## src/rtl/brick_game_ctrl.sv

```systemverilog
// Brick-breaker game sequencer: tick generation, per-tick brick collision scan,
// and brick/score/lives/status bookkeeping. Optional `PAUSE_EN adds a pause input.
module brick_game_ctrl #(
    parameter int NUM_BRICKS = 12,
    parameter int TICK_DIV   = 4999999,
    parameter int BRICK_SIZE = 40,
    parameter int BALL_SIZE  = 10,
    parameter int LIVES      = 3,
    parameter int SCORE_W    = 8
) (
    input  logic                  clk,
    input  logic                  reset,
    input  logic                  start,
    input  logic [9:0]            ball_x,
    input  logic [9:0]            ball_y,
    input  logic                  ball_lost,
`ifdef PAUSE_EN
    input  logic                  pause,
`endif
    output logic [3:0]            brk_idx,
    input  logic [9:0]            brk_x,
    input  logic [9:0]            brk_y,
    output logic                  move_en,
    output logic                  serve,
    output logic                  bounce_x,
    output logic                  bounce_y,
    output logic [NUM_BRICKS-1:0] brick_alive,
    output logic [SCORE_W-1:0]    score,
    output logic [2:0]            lives,
    output logic                  finish,
    output logic                  win
);

    localparam int TW = (TICK_DIV < 1) ? 1 : $clog2(TICK_DIV + 1);

    typedef enum logic [2:0] {
        S_IDLE,
        S_WAIT,
        S_MOVE,
        S_SCAN,
        S_CHECK,
        S_OVER,
        S_WIN
    } state_t;

    state_t                state_q, state_d;
    logic [TW-1:0]         tick_q, tick_d;
    logic [3:0]            idx_q, idx_d;
    logic                  move_q, move_d;
    logic                  serve_q, serve_d;
    logic                  bx_q, bx_d;
    logic                  by_q, by_d;
    logic                  finish_q, finish_d;
    logic                  win_q, win_d;
    logic [NUM_BRICKS-1:0] alive_q, alive_d;
    logic [SCORE_W-1:0]    score_q, score_d;
    logic [2:0]            lives_q, lives_d;
    logic                  lost_q, lost_d;
    logic                  start_q;

    logic                  start_rise;
    logic                  paused;
    logic                  alive_sel;
    logic                  hit;
    logic                  last_idx;
    logic                  lost_now;
    logic [10:0]           ball_l, ball_r, ball_t, ball_b;
    logic [10:0]           brk_l, brk_r, brk_t, brk_b;

    assign start_rise = start & ~start_q;

`ifdef PAUSE_EN
    assign paused = pause;
`else
    assign paused = 1'b0;
`endif

    // 11-bit edges so ball/brick right and bottom edges never wrap
    assign ball_l = 11'(ball_x);
    assign ball_r = 11'(ball_x) + 11'(BALL_SIZE);
    assign ball_t = 11'(ball_y);
    assign ball_b = 11'(ball_y) + 11'(BALL_SIZE);
    assign brk_l  = 11'(brk_x);
    assign brk_r  = 11'(brk_x) + 11'(BRICK_SIZE);
    assign brk_t  = 11'(brk_y);
    assign brk_b  = 11'(brk_y) + 11'(BRICK_SIZE);

    always_comb begin
        alive_sel = 1'b0;
        for (int unsigned i = 0; i < NUM_BRICKS; i++) begin
            if (4'(i) == idx_q) alive_sel = alive_q[i];
        end
    end

    assign hit = alive_sel && (ball_r > brk_l) && (ball_l < brk_r)
                           && (ball_b > brk_t) && (ball_t < brk_b);
    assign last_idx = (idx_q == 4'(NUM_BRICKS - 1));
    assign lost_now = lost_q | ball_lost;

    always_comb begin
        state_d  = state_q;
        tick_d   = tick_q;
        idx_d    = '0;
        move_d   = 1'b0;
        serve_d  = 1'b0;
        bx_d     = 1'b0;
        by_d     = 1'b0;
        alive_d  = alive_q;
        score_d  = score_q;
        lives_d  = lives_q;
        lost_d   = lost_q;

        case (state_q)
            S_IDLE: begin
                alive_d = '1;
                score_d = '0;
                lives_d = 3'(LIVES);
                lost_d  = 1'b0;
                tick_d  = '0;
                if (start_rise) begin
                    serve_d = 1'b1;
                    state_d = S_WAIT;
                end
            end

            S_WAIT: begin
                lost_d = lost_now;
                if (!paused) begin
                    if (tick_q == TW'(TICK_DIV)) begin
                        tick_d  = '0;
                        move_d  = 1'b1;
                        state_d = S_MOVE;
                    end else begin
                        tick_d = tick_q + 1'b1;
                    end
                end
            end

            S_MOVE: begin
                lost_d  = lost_now;
                state_d = S_SCAN;
            end

            S_SCAN: begin
                lost_d = lost_now;
                if (hit) begin
                    for (int unsigned i = 0; i < NUM_BRICKS; i++) begin
                        if (4'(i) == idx_q) alive_d[i] = 1'b0;
                    end
                    if (score_q != '1) score_d = score_q + 1'b1;
                    if ((ball_l < brk_l) || (ball_r > brk_r)) bx_d = 1'b1;
                    else                                       by_d = 1'b1;
                    state_d = S_CHECK;
                end else if (last_idx) begin
                    state_d = S_CHECK;
                end else begin
                    idx_d = idx_q + 1'b1;
                end
            end

            S_CHECK: begin
                lost_d = 1'b0;
                if (alive_q == '0) begin
                    state_d = S_WIN;
                end else if (lost_now && lives_q == 3'd1) begin
                    lives_d = '0;
                    state_d = S_OVER;
                end else if (lost_now) begin
                    lives_d = lives_q - 1'b1;
                    serve_d = 1'b1;
                    state_d = S_WAIT;
                end else begin
                    state_d = S_WAIT;
                end
            end

            S_OVER, S_WIN: begin
                lost_d = 1'b0;
                // Reinitialise on the way into IDLE so the renderer sees fresh values at once
                if (start_rise) begin
                    alive_d = '1;
                    score_d = '0;
                    lives_d = 3'(LIVES);
                    tick_d  = '0;
                    state_d = S_IDLE;
                end
            end

            default: state_d = S_IDLE;
        endcase

        finish_d = (state_d == S_OVER);
        win_d    = (state_d == S_WIN);
    end

    always_ff @(posedge clk or negedge reset) begin
        if (!reset) begin
            state_q  <= S_IDLE;
            tick_q   <= '0;
            idx_q    <= '0;
            move_q   <= 1'b0;
            serve_q  <= 1'b0;
            bx_q     <= 1'b0;
            by_q     <= 1'b0;
            finish_q <= 1'b0;
            win_q    <= 1'b0;
            alive_q  <= '1;
            score_q  <= '0;
            lives_q  <= 3'(LIVES);
            lost_q   <= 1'b0;
            start_q  <= 1'b0;
        end else begin
            state_q  <= state_d;
            tick_q   <= tick_d;
            idx_q    <= idx_d;
            move_q   <= move_d;
            serve_q  <= serve_d;
            bx_q     <= bx_d;
            by_q     <= by_d;
            finish_q <= finish_d;
            win_q    <= win_d;
            alive_q  <= alive_d;
            score_q  <= score_d;
            lives_q  <= lives_d;
            lost_q   <= lost_d;
            start_q  <= start;
        end
    end

    assign brk_idx     = idx_q;
    assign move_en     = move_q;
    assign serve       = serve_q;
    assign bounce_x    = bx_q;
    assign bounce_y    = by_q;
    assign brick_alive = alive_q;
    assign score       = score_q;
    assign lives       = lives_q;
    assign finish      = finish_q;
    assign win         = win_q;

endmodule

```

## config.mk

```make
export PLATFORM = sky130hd
export DESIGN_NAME = brick_game_ctrl
export DESIGN_NICKNAME = d
export VERILOG_FILES = /design/src/rtl/brick_game_ctrl.sv
export SDC_FILE = /design/constraint.sdc
export NUM_CORES = 1
export LEC_CHECK = 0
export ABC_AREA = 1
export CAP_MARGIN = 40
export CORE_UTILIZATION = 55
export CTS_CLUSTER_DIAMETER = 80
export DETAILED_ROUTE_END_ITERATION = 10
export DONT_BUFFER_PORTS = 1
export PLACE_DENSITY = 0.73
export SETUP_SLACK_MARGIN = 0.02
export SKIP_LAST_GASP = 1
export SYNTH_ARGS = -nofsm -noshare
export SYNTH_HDL_FRONTEND = slang
export SYNTH_SLANG_ARGS = --single-unit
```

## constraint.sdc

```tcl
create_clock -name clk -period 4.11 [get_ports clk]
set_clock_uncertainty 0.15 [all_clocks]
set_input_delay 0.6165 -clock clk [delete_from_list [all_inputs] [get_ports clk]]
set_output_delay 0.6165 -clock clk [all_outputs]
set_load 0.05 [all_outputs]
```

# Word-level counts from Yosys, hierarchy flattened
# Cells that the tools add are included.
# totals
ff_bits,61
out_inout_bits,33
# op_classes
add_sub_neg,8
magnitude_cmp,6
n_eq_ne,40
n_mux,64
n_bitwise,3
reduce_logical,31
# ops
op,n
one-hot mux 23 bit (3 select lines),1
AND reduction 4 bit,14
2-to-1 mux 23 bit,2
2-to-1 mux 1 bit,36
one-hot mux 12 bit (3 select lines),1
2-to-1 mux 3 bit,11
inequality test 2 bit (second input constant),16
2-to-1 mux 12 bit,2
2-to-1 mux 8 bit,3
one-hot mux 8 bit (3 select lines),1
adder 23 x 1 -> 23 bit (second input constant),1
equality test 23 bit (second input constant),1
adder 10 x 4 -> 11 bit (second input constant),2
adder 10 x 6 -> 11 bit (second input constant),2
> comparator 11 x 10 -> 1 bit,2
< comparator 10 x 11 -> 1 bit,2
one-hot mux 3 bit (6 select lines),1
equality test 3 x 4 -> 1 bit (first input constant),4
equality test 4 bit (first input constant),4
equality test 3 bit (second input constant),5
zero test 12 bit,1
2-to-1 mux 4 bit,3
> comparator 11 bit,1
< comparator 10 bit,1
25 further kinds,35

# Logic depth before layout (Yosys ltp)
# Gate-level depths: netlist (run 1).
# depth
ltp_word,20
ltp_mapped,24

# Worst setup path before layout (run 1)
# OpenSTA, ideal clock, no wires.
# synth_timing
path_type,in2reg
start,input ball_y[1]
end,register score_q[2] (netlist: score[2])
setup_ns,0.120
t_arrival_ns,2.766
required_ns,3.840
slack_ns,1.074
path_stages,21
path_buffers,1
path_cell_list,ha_1 > o21ai_0 > nand3b_1 > nand3b_1 > xnor2_1 > ha_1 > nand2_1 > inv_1 > a221oi_1 > nand2_1 > nand2_1 > nand2_1 > nand2_1 > nor2_1 > nand2_1 > nor2_2 > nand2_2 > nand2_2 > buf_6 > nand4_1 > nand2_1
# synth_via
elab_chain_cells,6
word_cells_on_any_way,7
# synth_rtl
element,line,text
start: declaration,15,"input logic [9:0] ball_y,"
adder 10 x 4 -> 11 bit,82,assign ball_b = 11'(ball_y) + 11'(BALL_SIZE);
> comparator 11 x 10 -> 1 bit,96,&& (ball_b > brk_t) && (ball_t < brk_b);
logical AND 1 bit,96,
logical AND 1 bit (*),96,
inequality test 2 bit (no line) (*),-,
AND reduction 4 bit (no line) (*),-,
end signal: assignment,223,score_q <= score_d;
end: declaration,56,"logic [SCORE_W-1:0] score_q, score_d;"
# Mark *: on every way between the ends. The rest lies on a longest branch, timed or not.
# A chain may end at the register's enable or synchronous reset.

# Worst setup path in the final report (run 1)
# layout_timing
start,input ball_y[1]
end,register score_q[1] (netlist: score[1])
# The elaborated chain is that of the path after synthesis.

==> results of run 1 <==
-- flip-flops by register name, summed over array words and instances (netlist names), 3 cells and up --
| register | count |
|---|---|
| score | 8 |
| brick_alive | 12 |
| lives | 3 |
| tick_q | 23 |
| brk_idx | 4 |
| state_q | 3 |
-- per-stage QoR --
step	utilization, %	hold WS, ns
2_1_floorplan	-	0.171
3_3_place_gp	58.6	0.173
3_5_place_dp	58.6	0.172
4_1_cts	61.5	0.145
5_1_grt	61.5	0.138
6_report	61.5	0.156
-- placed cells by master, fill, tap and decap left out, types with 4 or more instances in the layout --
cell type  instances
nor4_1             6
o21a_1             7
nand3b_1           7
o21ai_0           29
clkbuf_8          10
inv_2              4
dfstp_2           14
nor3_1            22
ha_1              66
xor2_1            22
nand2_1          155
nand4_1           20
nor2_1            68
xnor2_1            9
a21oi_1           38
nand3_1           41
inv_1            122
dfrtp_1           47
-- power by group through the flow --
stage	clock network [mW]	logic (mW)	registers, mW
2_1_floorplan	0	0.365	0.856
3_3_place_gp	0	0.427	0.875
3_5_place_dp	0	0.444	0.875
4_1_cts	0.660	0.462	0.865
5_1_grt	0.689	0.540	0.875
6_report	0.651	0.465	0.866
-- path summary, 6_finish.rpt --
kind	to	cells past startpoint
worst max-delay path	score[1]$_DFFE_PN0P_	21
worst min-delay path	start_q$_DFF_PN0_	0
worst max register to register	score[1]$_DFFE_PN0P_	20
worst min register to register	tick_q[22]$_DFFE_PN0P_	1
max in group asynchronous	lives[1]$_DFFE_PN1P_	2
min in group asynchronous	bounce_x$_DFF_PN0_	2
-- cells by family after synthesis --
| family | synth area share [%] |
|---|---|
| AO/OA/AOI/OAI | 10.7 |
| AND/OR/NAND/NOR | 29.9 |
| adder cells (fa/ha/maj) | 15.4 |
| buffers and inverters | 10.1 |
| flip-flops | 28.8 |
| XOR/XNOR | 5.06 |
-- routing by layer --
layer | vias up | track usage [%] | part of all wire (%)
met3 | 23 | 5.34 | 6.1
met5 | - | 0 | 0
met1 | 2160 | 31.8 | 46
met4 | 0 | 6.80 | 1.5
met2 | 115 | 41.8 | 47
li1 | 2416 | - | -
-- area by class of cell --
| class | instances | area share (%) |
|---|---|---|
| flip-flops and latches | 61 | 26.9 |
| clock buffers | 12 | 2.53 |
| clock inverters | 4 | 1.66 |
| repair buffers | 2 | 0.654 |
| multi-input cells | 537 | 57.1 |
| inverters | 127 | 8.35 |
| well taps | 129 | 2.81 |
==> run_results.csv, run 1 <==
group,metric,value,unit
floorplanning,num_rows,35,
place,dp.cells,854,
grt,grt_remaining_overflow,0,
logic_synthesis,synth_area_per_cell,7.30,um^2
timing,hold_viol,0,
logic_synthesis,syn_area,5360,um^2
logic_synthesis,ys_seq_elements,61,
routing,vias,4714,
logic_synthesis,synth_top_area_share,21.9,%
final_layout,drive_above_1_share,7.13,%
critical_path,crit_slowest_cell,"o21ai_0",
clock_tree,clockBufferDepth,2,
critical_path,cp.arrival,3.31,ns
floorplanning,ios,77,
clock_tree,post_cts.repair.setup_buffers,0,
logic_synthesis,yosysUniqueCellTypes,51,
critical_path,slowest_delay,0.26,ns
logic_synthesis,synth_nets,844,
power,pwr-share-comb,23.4,%
logic_synthesis,syn_inst,734,
routing,drc,0,
power,leakagePower,2.85,nW
timing,fin_tns_setup,0,ns
final_layout,fill_cells,835,
floorplanning,fp.dieH,101,um
grt,grt_pass1_wl,20100,um
logic_synthesis,synth_enable_flop_cells,0,
critical_path,r2r-start,"brk_idx[1]$_DFF_PN0_",
place,port_buffers,0,
run_status,status,"finished clean",
routing,wirelength,11900,um
clock_tree,cts_tree,"done",
power,power_density,345,nW/um^2
final_layout,multi_input_area,3280,um^2
critical_path,ff2ff_setup_slack,1.12,ns
place,finalWeightedCongestion,0.909,
floorplanning,die_area,10100,um^2
power,vdd_drop_max,265,uV
logic_synthesis,ys_top_cells_by_area,"dfrtp_1 22%, ha_1 15%, nand2_1 11%",
timing,worst_slew_pin_slew,0.756,ns
hold_path,hold_class,"in2reg",
routing,drtAntennaViolNets,0,
logic_synthesis,synth_seq_area_share,28.8,%
logic_synthesis,yosysWarnings,0,
timing,rsz0062_at_grt,"false",
timing,setup_violations,0,
clock_tree,cts_buffers,9,
power,power,1.98,mW
power,seqPwrFrac,43.7,%
final_layout,fin_area,5740,um^2
critical_path,cp_num_buf_inv,1,
grt,antenna_found_initial,0,
place,dpl.hpwl,9480,um
routing,detail_route.wl_per_cell,13.6,um
final_layout,seq_area,1540,um^2
critical_path,path_max_fanout,21,
critical_path,cp-start-kind,"input pin",
final_layout,area_delta_synth_final,7.05,%
clock_tree,cts_max_level,3,
critical_path,critPathCaptureType,"register",
power,clkPwrFrac,32.9,%
place,dpl_cell_area,5460,um^2
clock_tree,ctsHoldBuffers,2,
power,switching_power,0.694,mW
critical_path,worst_path_most_repeated_cell,"nand2_1",
timing,period_needed,3.18,ns
routing,via_per_inst,5.41,
logic_synthesis,synthFlopType,"dfrtp_1",
logic_synthesis,ys_top_cells_by_count,"155 x nand2_1, 122 x inv_1, 68 x nor2_1, 66 x ha_1, 47 x dfrtp_1",
timing,slew-limit-headroom,49.6,%
floorplanning,coreArea,9330,um^2
logic_synthesis,synth.most_common_cell,"nand2_1",
final_layout,stdcell_count,872,
critical_path,crit_start,"ball_y[1]",
clock_tree,clk_latency,0.34,ns
timing,min_period_over_period,77.5,%
place,place_ws,0.610,ns
logic_synthesis,yosys.area.top_type,"dfrtp_1",
critical_path,path_cells,"ha_1, o21ai_0, nand3b_1, nand3b_1, xnor2_1, ha_1, nand2_1, inv_1, a221oi_1, nand2_1, nand2_1, nand2_1, nand2_1, nor2_1, nand2_1, nor2_2, nand2_2, nand2_2, nand3_2, nand2_1, nand2_1",
timing,setup_slack,0.926,ns
final_layout,num_antenna_cells,0,
logic_synthesis,synthArstFlopShare,100,%
grt,track_usage,24.7,%
floorplanning,die_w,101,um
critical_path,critPathRequiredTime,4.23,ns
grt,grt_pass1_vias,4535,
power,p_int,1.29,mW
clock_tree,ctsResizeCount,0,
clock_tree,cts_root_buf,"clkbuf_8",
floorplanning,start_util,57.5,%
critical_path,cpLargestDelayFamily,"simple AND/OR/NAND/NOR gates",
grt,grt_max_degree,62,
power,swShare,35.0,%
critical_path,criticalPathCategory,"in2reg",
hold_path,min_from,"start",
routing,dr.first_iter.drc_count,182,
timing,maxSlewViolCount,0,
timing,fmax,314,MHz
job,maxCapViolations,0,
clock_tree,path_clk_slew,0.06,ns
final_layout,nNetsFinal,848,
clock_tree,cts_sinks,61,
routing,drt_pass1_iterations,6,
Power figures use the tool's default switching activity.
==> run 2, diff against run 1 <==
Clock period 4.11 ns to 3.2 ns, I/O delays scaled along.
==> run 2 against run 1 <==
Utilization grew 0.44 points. Design area grew 0.72%. Non-clock buffer count grew 10. Critical path depth grew 1. Via count grew 0.72%. Largest power group unchanged.
==> run_results.csv, run 2 (synthesis gave the netlist of run 1 again) <==
group,metric,value,unit
run_status,status,"finished clean",
critical_path,cp.arrival,3.02,ns
final_layout,final_cell_mix,"155 x nand2_1, 122 x inv_1, 68 x nor2_1",
routing,wirelength,12000,um
clock_tree,path_clk_slew,0.07,ns
clock_tree,clk_latency,0.34,ns
routing,via_per_inst,5.38,
routing,dr.first_iter.drc_count,162,
clock_tree,post_cts.repair.setup_buffers,0,
power,power_density,414,nW/um^2
routing,detail_route.wl_per_cell,13.6,um
grt,grt_pass1_vias,4751,
final_layout,top_register,"tick_q",
timing,slew-limit-headroom,50.1,%
routing,wl_met2,5630,um
place,place_ws,-0.0390,ns
final_layout,fin_area,5780,um^2
clock_tree,cts_max_level,3,
grt,track_usage,25.6,%
final_layout,num_antenna_cells,0,
critical_path,critPathRequiredTime,3.33,ns
timing,period_needed,2.90,ns
grt,grt_remaining_overflow,0,
place,dpl_cell_area,5540,um^2
clock_tree,cts_root_buf,"clkbuf_8",
grt,grt_pass1_wl,20800,um
power,vdd_drop_max,336,uV
timing,maxSlewViolCount,0,
place,port_buffers,0,
job,maxCapViolations,0,
clock_tree,clockBufferDepth,2,
final_layout,drive_above_1_share,8.37,%
floorplanning,fp.dieH,101,um
final_layout,area_delta_synth_final,7.82,%
timing,fin_tns_setup,0,ns
floorplanning,die_area,10100,um^2
grt,antenna_found_initial,0,
timing,worst_slew_pin_slew,0.749,ns
critical_path,path_max_fanout,14,
grt,grt_max_degree,62,
final_layout,final_common_cell,"nand2_1",
timing,setup_slack,0.304,ns
critical_path,cp-start-kind,"input pin",
routing,drtAntennaViolNets,0,
timing,setup_violations,0,
power,leakagePower,2.89,nW
power,power,2.39,mW
floorplanning,die_w,101,um
timing,fmax,345,MHz
critical_path,criticalPathCategory,"in2reg",
timing,rsz0062_at_grt,"false",
routing,highest_layer,"met4",
clock_tree,cts_sinks,61,
place,dpl.hpwl,9570,um
floorplanning,ios,77,
hold_path,hold_class,"in2reg",
place,dp.cells,863,
final_layout,largest_register_ff_count,23,
hold_path,holdPathStages,2,
timing,whs,0.196,ns
final_layout,stdcell_count,882,
timing,min_period_over_period,90.5,%
place,finalWeightedCongestion,0.859,
critical_path,critPathCaptureType,"register",
critical_path,rr_worst_depth,15,
final_layout,final_core_util,62.0,%
final_layout,nNetsFinal,858,
routing,vias,4748,
floorplanning,start_util,57.5,%
routing,wl_met3,685,um
routing,drc,0,
timing,hold_viol,0,
floorplanning,num_rows,35,
routing,wl_met1,5540,um
floorplanning,coreArea,9330,um^2
routing,drt_pass1_iterations,4,
clock_tree,cts_tree,"done",
clock_tree,cts_buffers,9,
run 2: cell count changes in the layout (fill, tap and decap cells not counted):
cell,before,now
buf_4,0,8
clkinv_2,1,4
bufinv_16,3,1
buf_12,0,1
clkbuf_1,2,1
dlygate4sd3_1,1,2
run 2: critical path: stages:
cell and delay, ns:
ha_1 0.19, o21ai_0 0.23, nand3b_1 0.18, nand3b_1 0.13, xnor2_1 0.12, ha_1 0.26
nand2_1 0.12, inv_1 0.05, a221oi_1 0.26, nand2_1 0.08, nand2_1 0.07, nand2_1 0.06
nand2_1 0.07, nor2_1 0.04, nand2_1 0.07, nor2_2 0.04, nand2_2 0.10, nand2_2 0.09
buf_12 0.16, nand3_1 0.07, nand2_1 0.07, nand2_1 0.08
run 2: worst paths after layout:
check                                        from                          to  slack (ns)
max in group asynchronous                   reset        lives[1]$_DFFE_PN1P_        2.07
hold / removal                          ball_lost          lost_q$_DFFE_PN0P_        0.20
hold reg to reg            tick_q[22]$_DFFE_PN0P_      tick_q[22]$_DFFE_PN0P_        0.33
min in group asynchronous                   reset        brk_idx[2]$_DFF_PN0_        0.53
setup / recovery                        ball_y[1]  brick_alive[7]$_DFFE_PN1P_        0.30
setup reg to reg             brk_idx[2]$_DFF_PN0_        score[4]$_DFFE_PN0P_        0.64
run 2: final cells by class:
type                            instances  area, um^2
Fill cell                             841        3550
Multi-Input combinational cell        537        3280
Sequential cell                        61        1540
Inverter                              127         479
Tap cell                              129         161
Clock buffer                           11         141
Timing Repair Buffer                   12         128
Clock inverter                          5        50.0
run 2: what timing repair did:
| item | 4_1_cts | 5_1_grt |
|---|---|---|
| endpoints found under the hold margin | 62 | 0 |
| gates resized for setup | 0 | 0 |
| hold buffers | 3 | 0 |
run 2: per-layer routing:
layer	global-route usage (%)	up-vias
met1	32.9	2187
met5	0	-
met3	5.41	16
met2	43.6	118
li1	-	2427
met4	6.91	0
run 2: power by group:
part,total [mW],switching [mW],leakage (nW),internal (mW)
sequential,1.12,0.231,0.785,0.885
clock,0.676,0.301,0.103,0.375
combinational,0.602,0.366,2.00,0.235
==> run 3, diff against run 2 <==
Settings changed: CORE_UTILIZATION 55 to 45, PLACE_DENSITY 0.73 to 0.63, RECOVER_POWER set to 100.
==> run 3 against run 2 <==
The flow now finishes with violations (design-rule violations). Count of clock-buffer cells in the layout up 1. Power up 15%. Combinational power down 2%. Sequential share of layout area down 0.44 points. First-iteration DRC count up 18%. Setup slack worse by 0.037 ns. Die area up 22%. Critical path depth down 3. Via count up 0.40%. Register-to-register slack worse by 0.37 ns. Routed wire length up 1.6%. Largest cell class unchanged.
==> run_results.csv, run 3 (synthesis gave the netlist of run 1 again) <==
group,metric,value,unit
clock_tree,cts_max_level,3,
timing,hold_viol,0,
routing,vias,4767,
routing,detail_route.wl_per_cell,13.6,um
job,maxCapViolations,0,
clock_tree,cts_root_buf,"clkbuf_16",
power,power,2.75,mW
grt,grt_pass1_wl,21900,um
hold_path,hold_class,"in2reg",
place,finalWeightedCongestion,0.884,
timing,fin_tns_setup,0,ns
final_layout,fill_cells,1129,
routing,via_per_inst,5.31,
floorplanning,die_w,111,um
routing,drc,11,
power,p_int,1.82,mW
routing,drt_pass1_iterations,7,
final_layout,num_antenna_cells,0,
critical_path,rr_endpoint,"score[0]$_DFFE_PN0P_",
floorplanning,start_util,46.6,%
power,power_density,467,nW/um^2
final_layout,final_core_util,51.0,%
clock_tree,post_cts.repair.setup_buffers,0,
grt,grt_pass1_vias,4839,
timing,fmax,341,MHz
hold_path,min_from,"start",
floorplanning,fp.dieH,111,um
critical_path,cp-start-kind,"register",
final_layout,drive_above_1_share,5.70,%
timing,rsz0062_at_grt,"false",
place,dpl_cell_area,5580,um^2
timing,slew-limit-headroom,1.31,%
final_layout,nNetsFinal,860,
grt,grt_max_degree,62,
clock_tree,path_clk_slew,0.05,ns
run_status,status,"finished, violations left",
final_layout,top_register,"tick_q",
critical_path,rr_worst_depth,19,
power,clkPwrFrac,38.4,%
power,vdd_drop_max,318,uV
timing,maxSlewViolCount,0,
critical_path,cp.arrival,3.05,ns
floorplanning,ios,77,
grt,grt_remaining_overflow,0,
clock_tree,clockBufferDepth,2,
timing,min_period_over_period,91.6,%
hold_path,hold-path-endpoint,"start_q$_DFF_PN0_",
critical_path,critPathRequiredTime,3.32,ns
clock_tree,cts_tree,"done",
critical_path,path_max_fanout,6,
critical_path,r2r-start,"brk_idx[0]$_DFF_PN0_",
final_layout,fin_area,5880,um^2
floorplanning,die_area,12400,um^2
floorplanning,coreArea,11500,um^2
final_layout,area_delta_synth_final,9.64,%
timing,worst_slew_pin_slew,1.48,ns
floorplanning,num_rows,39,
routing,dr.first_iter.drc_count,191,
timing,period_needed,2.93,ns
grt,track_usage,21.5,%
power,leakagePower,2.90,nW
final_layout,final_cell_mix,"155 x nand2_1, 122 x inv_1, 69 x nor2_1",
hold_path,holdPathStages,0,
clock_tree,clk_latency,0.33,ns
run_status,failed_checks,"design-rule violations",
clock_tree,cts_buffers,9,
power,seqPwrFrac,40.2,%
routing,drtAntennaViolNets,0,
place,port_buffers,0,
final_layout,largest_register_ff_count,23,
critical_path,criticalPathCategory,"reg2reg",
critical_path,critPathCaptureType,"register",
timing,setup_violations,0,
routing,wirelength,12200,um
power,swShare,33.6,%
power,pwr-share-comb,21.4,%
final_layout,final_common_cell,"nand2_1",
power,switching_power,0.923,mW
clock_tree,cts_sinks,61,
grt,antenna_found_initial,0,
place,dpl.hpwl,9820,um
critical_path,ff2ff_setup_slack,0.27,ns
==> run 3: cell types whose count changed in the layout (fill, tap and decap cells not counted), sizes merged <==
cell / delta
dlygate4sd3: -1
bufinv: +1
buf: -4
clkbuf: +8
clkinvlp: +1
clkinv: -1
inv: -2
==> run 3: cell type report <==
| cell class | count | area, um^2 | share of cell area, % |
|---|---|---|---|
| inverters | 127 | 478 | 8.13 |
| repair buffers | 14 | 98.8 | 1.68 |
| well taps | 143 | 179 | 3.04 |
| clock inverters | 4 | 70.1 | 1.19 |
| flip-flops and latches | 61 | 1540 | 26.3 |
| clock buffers | 12 | 256 | 4.36 |
| multi-input cells | 537 | 3250 | 55.3 |
==> run 3: repair_timing <==
item / in CTS / in global routing
hold endpoints to repair: 61 / 0
setup endpoints to repair: 0 / 12
hold buffers: 2 / 0
resized for setup: 0 / 1
==> run 3: power by group through the flow <==
stage | Combinational (mW) | Clock (mW) | Sequential (mW)
2_1_floorplan | 0.469 | 0 | 1.10
6_report | 0.589 | 1.05 | 1.10
5_1_grt | 0.700 | 1.11 | 1.12
4_1_cts | 0.604 | 1.08 | 1.12
3_5_place_dp | 0.581 | 0 | 1.13
3_3_place_gp | 0.557 | 0 | 1.13
==> run 3: how the worst max path moves through the flow <==
| stage | from | cells past startpoint | to |
|---|---|---|---|
| 6_report | brk_idx[0]$_DFF_PN0_ | 19 | score[0]$_DFFE_PN0P_ |
| 5_1_grt | brk_idx[0]$_DFF_PN0_ | 19 | score[0]$_DFFE_PN0P_ |
| 4_1_cts | ball_y[1] | 22 | score[0]$_DFFE_PN0P_ |
| 3_5_place_dp | ball_y[1] | 21 | score[7]$_DFFE_PN0P_ |
| 3_3_place_gp | ball_y[1] | 22 | score[0]$_DFFE_PN0P_ |
| 2_1_floorplan | ball_y[1] | 21 | score[2]$_DFFE_PN0P_ |
==> run 3: through the flow <==
step	std cells	worst slack (ns)	hold WS, ns
detailed placement	880	0.0447	0.0354
finish	898	0.268	0.0289
CTS	898	0.398	0.0123
floorplan	734	0.301	0.0344
global route	898	0.0355	0.00915
global placement	880	0.0620	0.0357
==> run 3: critical path, cell delays in order, from the launching register on <==
cell and delay, ns:
dfrtp_1 0.32, clkbuf_1 0.61, inv_1 0.17, ha_1 0.28
nand3_1 0.13, o21ai_1 0.09, inv_1 0.07, nand2_1 0.05
nand2_1 0.05, nand2_1 0.05, nand2_1 0.05, nand2_1 0.04
nand4_1 0.07, nand2_1 0.06, nand2_1 0.07, nand2_2 0.07
nor2_1 0.21, clkbuf_4 0.19, nand3_1 0.06, nand2_1 0.07
==> run 3: metal layers <==
metal | track usage (%) | share of wire (%)
met5 | 0 | 0
met4 | 7.12 | 1.9
met3 | 4.87 | 4.0
met2 | 38.0 | 49
met1 | 25.8 | 45
